--- src/rtl/fetch_unit_v.sv ---
// fetch_unit_v: single-outstanding instruction fetch with IF/ID register, stall skid and flush drain
module fetch_unit_v #(
    parameter logic [31:0] RESET_PC  = 32'h0000_0000,
    parameter logic [31:0] NOP_INSTR = 32'h0000_0013
) (
    input  logic        clk,
    input  logic        rst,
    input  logic        stall,
    input  logic        flush,
    input  logic [31:0] target,
    output logic        imem_req,
    output logic [31:0] imem_addr,
    input  logic        imem_ack,
    input  logic [31:0] imem_rdata,
    output logic        ifid_valid,
    output logic [31:0] ifid_pc,
    output logic [31:0] ifid_instr
);
    typedef enum logic [1:0] {FETCH, HOLD, DRAIN} state_t;
    state_t      state;
    logic [31:0] pc, skid_pc, skid_instr, redir, tgt;
    assign tgt       = target & 32'hFFFF_FFFC;
    assign imem_req  = !rst && state != HOLD;
    assign imem_addr = pc;
    always_ff @(posedge clk) begin
        if (rst) begin
            state      <= FETCH;
            pc         <= RESET_PC;
            skid_pc    <= '0;
            skid_instr <= '0;
            redir      <= '0;
            ifid_valid <= 1'b0;
            ifid_pc    <= '0;
            ifid_instr <= NOP_INSTR;
        end else if (flush) begin
            ifid_valid <= 1'b0;
            ifid_pc    <= '0;
            ifid_instr <= NOP_INSTR;
            // an unacked request must still complete, so park the redirect and drain it
            if (state != HOLD && !imem_ack) begin
                redir <= tgt;
                state <= DRAIN;
            end else begin
                pc    <= tgt;
                state <= FETCH;
            end
        end else begin
            case (state)
                FETCH:
                    if (imem_ack && stall) begin
                        skid_pc    <= pc;
                        skid_instr <= imem_rdata;
                        state      <= HOLD;
                    end else if (imem_ack) begin
                        ifid_valid <= 1'b1;
                        ifid_pc    <= pc;
                        ifid_instr <= imem_rdata;
                        pc         <= pc + 32'd4;
                    end else if (!stall) begin
                        ifid_valid <= 1'b0;
                        ifid_instr <= NOP_INSTR;
                    end
                HOLD:
                    if (!stall) begin
                        ifid_valid <= 1'b1;
                        ifid_pc    <= skid_pc;
                        ifid_instr <= skid_instr;
                        pc         <= pc + 32'd4;
                        state      <= FETCH;
                    end
                DRAIN: begin
                    ifid_valid <= 1'b0;
                    ifid_instr <= NOP_INSTR;
                    if (imem_ack) begin
                        pc    <= redir;
                        state <= FETCH;
                    end
                end
                default: state <= FETCH;
            endcase
        end
    end
endmodule

--- config.mk ---
export PLATFORM = sky130hd
export DESIGN_NAME = fetch_unit_v
export DESIGN_NICKNAME = d
export VERILOG_FILES = /design/src/rtl/fetch_unit_v.sv
export SDC_FILE = /design/constraint.sdc
export NUM_CORES = 1
export LEC_CHECK = 0
export ABC_AREA = 1
export CAP_MARGIN = 40
export CORE_UTILIZATION = 39
export DETAILED_ROUTE_END_ITERATION = 12
export MAX_ROUTING_LAYER = met4
export PLACE_DENSITY = 0.59
export SLEW_MARGIN = 20
export SYNTH_ARGS = -nofsm -noshare
export SYNTH_HDL_FRONTEND = slang
export SYNTH_SLANG_ARGS = --single-unit
export TNS_END_PERCENT = 10
--- constraint.sdc ---
create_clock -name clk -period 3.6 [get_ports clk]
set_clock_uncertainty 0.1 [all_clocks]
set_input_delay 0.72 -clock clk [delete_from_list [all_inputs] [get_ports clk]]
set_output_delay 0.72 -clock clk [all_outputs]
set_load 0.05 [all_outputs]
==> flow_metrics.env <==
export IMPL_yosys_area_share_simple_pct=23.2
export IMPL_finalCritPeriodShare_pct=85.2
export IMPL_max_stage_delay_ps=820
export IMPL_ctsHoldBuffers=0
export IMPL_synth_edff_count=0
export IMPL_gp_congestion=0.902
export IMPL_rsz0062_at_grt="no"
export IMPL_via_count=8469
export IMPL_path_delay_family="buffers and inverters"
export IMPL_ir_worst_vdd_uv=313
export IMPL_nets=1424
export IMPL_path_buf_inv=2
export IMPL_pre_cts_slack_ps=626
export IMPL_synth_top_cell_by_area="dfxtp_1"
export IMPL_synthMuxAreaShare_pct=0
export IMPL_design_core_area_um2=21200
export IMPL_power_total_mw=5.21
export IMPL_holdWs_ps=349
export IMPL_slowest_stage="clkdlybuf4s50_1"
export IMPL_drt_iter0_drc=731
export IMPL_cp_max_fo=20
export IMPL_final_setup_tns_ps=0
export IMPL_cts_tree="done"
export IMPL_die_x_um=150
export IMPL_synth_compound_area_share_pct=23.5
export IMPL_start_util_pct=40.2
export IMPL_instances_no_fill=1639
export IMPL_slew_violations=0
export IMPL_dr_pass1_iters=5
export IMPL_synth_top_family_by_area="compound AO/OA/AOI/OAI gates"
export IMPL_synthArstFlopShare_pct=0
export IMPL_period_needed_ps=3070
export IMPL_p_leak_nw=3.96
export IMPL_status="finished clean"
export IMPL_max_freq_mhz=326
export IMPL_routed_wl_um=25900
export IMPL_synth_cell_types=31
export IMPL_ys_seq_area_share_pct=43.9
export IMPL_worstPathArrival_ps=2250
export IMPL_grt_usage_pct=24.4
export IMPL_cts_sinks=187
export IMPL_grt_max_degree=61
export IMPL_crit_type="register to output port"
export IMPL_antenna_found_initial=0
export IMPL_die_area_um2=22500
export IMPL_hold_class="register to register"
export IMPL_power_density_nw_per_um2=477
export IMPL_io_buffers=160
export IMPL_syn_to_final_growth_pct=28.1
export IMPL_post_cts_buffers=0
export IMPL_wl_per_cell_um=15.8
export IMPL_postLayoutSetupSlackWorst_ps=532
export IMPL_end_kind="output port"
export IMPL_cts_root_buf="clkbuf_16"
export IMPL_die_h_um=150
export IMPL_overflow=0
export IMPL_hpwl_um=17500
export IMPL_cts_inserted_buffers=17
export IMPL_ant_nets=0
export IMPL_io_pins=167
export IMPL_grt_pass1_wl_um=41600
export IMPL_path_cells="inv_1 > ha_2 > nor2_1 > clkdlybuf4s50_1"
export IMPL_synth_cell_area_um2=8530
export IMPL_diodes=0
export IMPL_max_slew_worst_pin_slew_ps=661
export IMPL_layout_drive_gt1_share_pct=6.67
export IMPL_clkSlewWorstSetupHoldPaths_ps=70
export IMPL_slew_headroom_pct=56.0
export IMPL_htreeDepth=4
export IMPL_clkLatencyLatePin_ps=430
export IMPL_final_area_um2=10900
export IMPL_yosys_top_cells_area="dfxtp_1, nand2_1, a21oi_1, o21ai_0, nor2_1"
export IMPL_fp_row_count=53
export IMPL_drt_vias_per_instance=5.17
export IMPL_drc=0
export IMPL_cts_max_path_buffers=2
export IMPL_utilization_pct=51.5
export IMPL_synth_xor_xnor_area_share_pct=0.616
export IMPL_ys_ff_latch=187
export IMPL_worstPathRequired_ps=2780
export IMPL_dp_cells=1606
export IMPL_synth_warnings=0
export IMPL_synthCells=1232
export IMPL_cts_resized=0
export IMPL_cp_start_kind="register"
export IMPL_synth_top_area_share_pct=43.9
export IMPL_avgSynthCellArea_um2=6.93
export IMPL_dpl_cell_area_um2=10300
export IMPL_first_global_vias=7730
export IMPL_hold_viol_final=0
export IMPL_synth_flop_cell="dfxtp_1"
export IMPL_maxCapViolCount=0
export IMPL_synth_adder_area_share_pct=0.586
export IMPL_setup_violations_final=0
[kinds of logic after synthesis]
group	Yosys count
AOI/OAI and AO/OA	379
xor gates and xnor gates	6
adders and majority gates	4
buffers and inverters	166
DFF	187
other	1
and+or+nand+nor	489
[layout by cell type, fill, tap and decap left out, types with 2 or more instances in the layout]
| cell | instances |
|---|---|
| nand2_1 | 280 |
| dfxtp_1 | 187 |
| a21oi_1 | 183 |
| clkdlybuf4s50_1 | 159 |
| o21ai_0 | 148 |
| nor2_1 | 142 |
| inv_1 | 72 |
| nand3_1 | 45 |
| a31oi_1 | 29 |
| buf_4 | 19 |
| clkbuf_16 | 17 |
| o21ai_1 | 9 |
| nor2_2 | 7 |
| inv_2 | 7 |
| a311oi_2 | 6 |
| nor2_4 | 5 |
| xor2_1 | 5 |
| nand2_2 | 4 |
| conb_1 | 4 |
| ha_1 | 3 |
| inv_6 | 3 |
| clkinv_4 | 3 |
| and2_1 | 2 |
| bufinv_16 | 2 |
| clkinv_2 | 2 |
| clkinvlp_4 | 2 |
| inv_8 | 2 |
| buf_12 | 2 |
[layout make-up]
type,instances,area (µm²)
fillers,2149,10300
repair buffers,183,1820
clock inverters,14,160
flip-flops and latches,187,3740
multi-input cells,882,4120
well taps,275,344
inverters,80,300
clock buffers,18,439
[per-layer routing]
layer,global-route usage [%],routed length [µm],vias up
met4,7.37,409,0
li1,-,-,4288
met2,37.9,12000,272
met5,-,0,-
met1,32.4,12100,3874
met3,3.87,1450,35
[synthesized netlist by cell type, types with 2 or more instances]
cell type / instances
ha_1: 4
o21ai_0: 148
buf_4: 9
and2_1: 2
clkbuf_1: 48
inv_1: 72
nand2_1: 280
a21oi_1: 183
nand3_1: 45
o21ai_1: 9
xor2_1: 5
inv_2: 7
nor2_1: 143
dfxtp_1: 187
buf_2: 29
nor2_4: 5
nand2_2: 4
a31oi_1: 29
nor2_2: 6
a311oi_2: 6
[registers in the layout (all words and copies together), names as in the netlist]
signal / count
redir: 30
state: 2
ifid_valid: 1
ifid_pc: 30
skid_pc: 30
ifid_instr: 32
imem_addr: 30
skid_instr: 32
[worst min-delay path, delay by kind of cell (launching register included)]
family,cells,cell delay (ps)
AO/OA/AOI/OAI,1,50
flip-flops,1,300
buffers and inverters,1,50
[worst paths after layout]
kind / from / endpoint / slack [ps] / depth (start not counted)
hold / removal: skid_instr[19] / skid_instr[19] / 350 / 2
hold reg to reg: skid_instr[19] / skid_instr[19] / 350 / 2
setup / recovery: state[1] / imem_req / 530 / 4
setup reg to reg: state[0] / imem_addr[5] / 1270 / 10
[power breakdown]
| part | switching (mW) | total (mW) | internal [mW] |
|---|---|---|---|
| Clock | 0.868 | 1.93 | 1.06 |
| Sequential | 0.113 | 2.30 | 2.19 |
| Combinational | 0.642 | 0.982 | 0.340 |
| Total | 1.62 | 5.21 | 3.59 |
No activity file was read; power rests on OpenSTA's default activity.
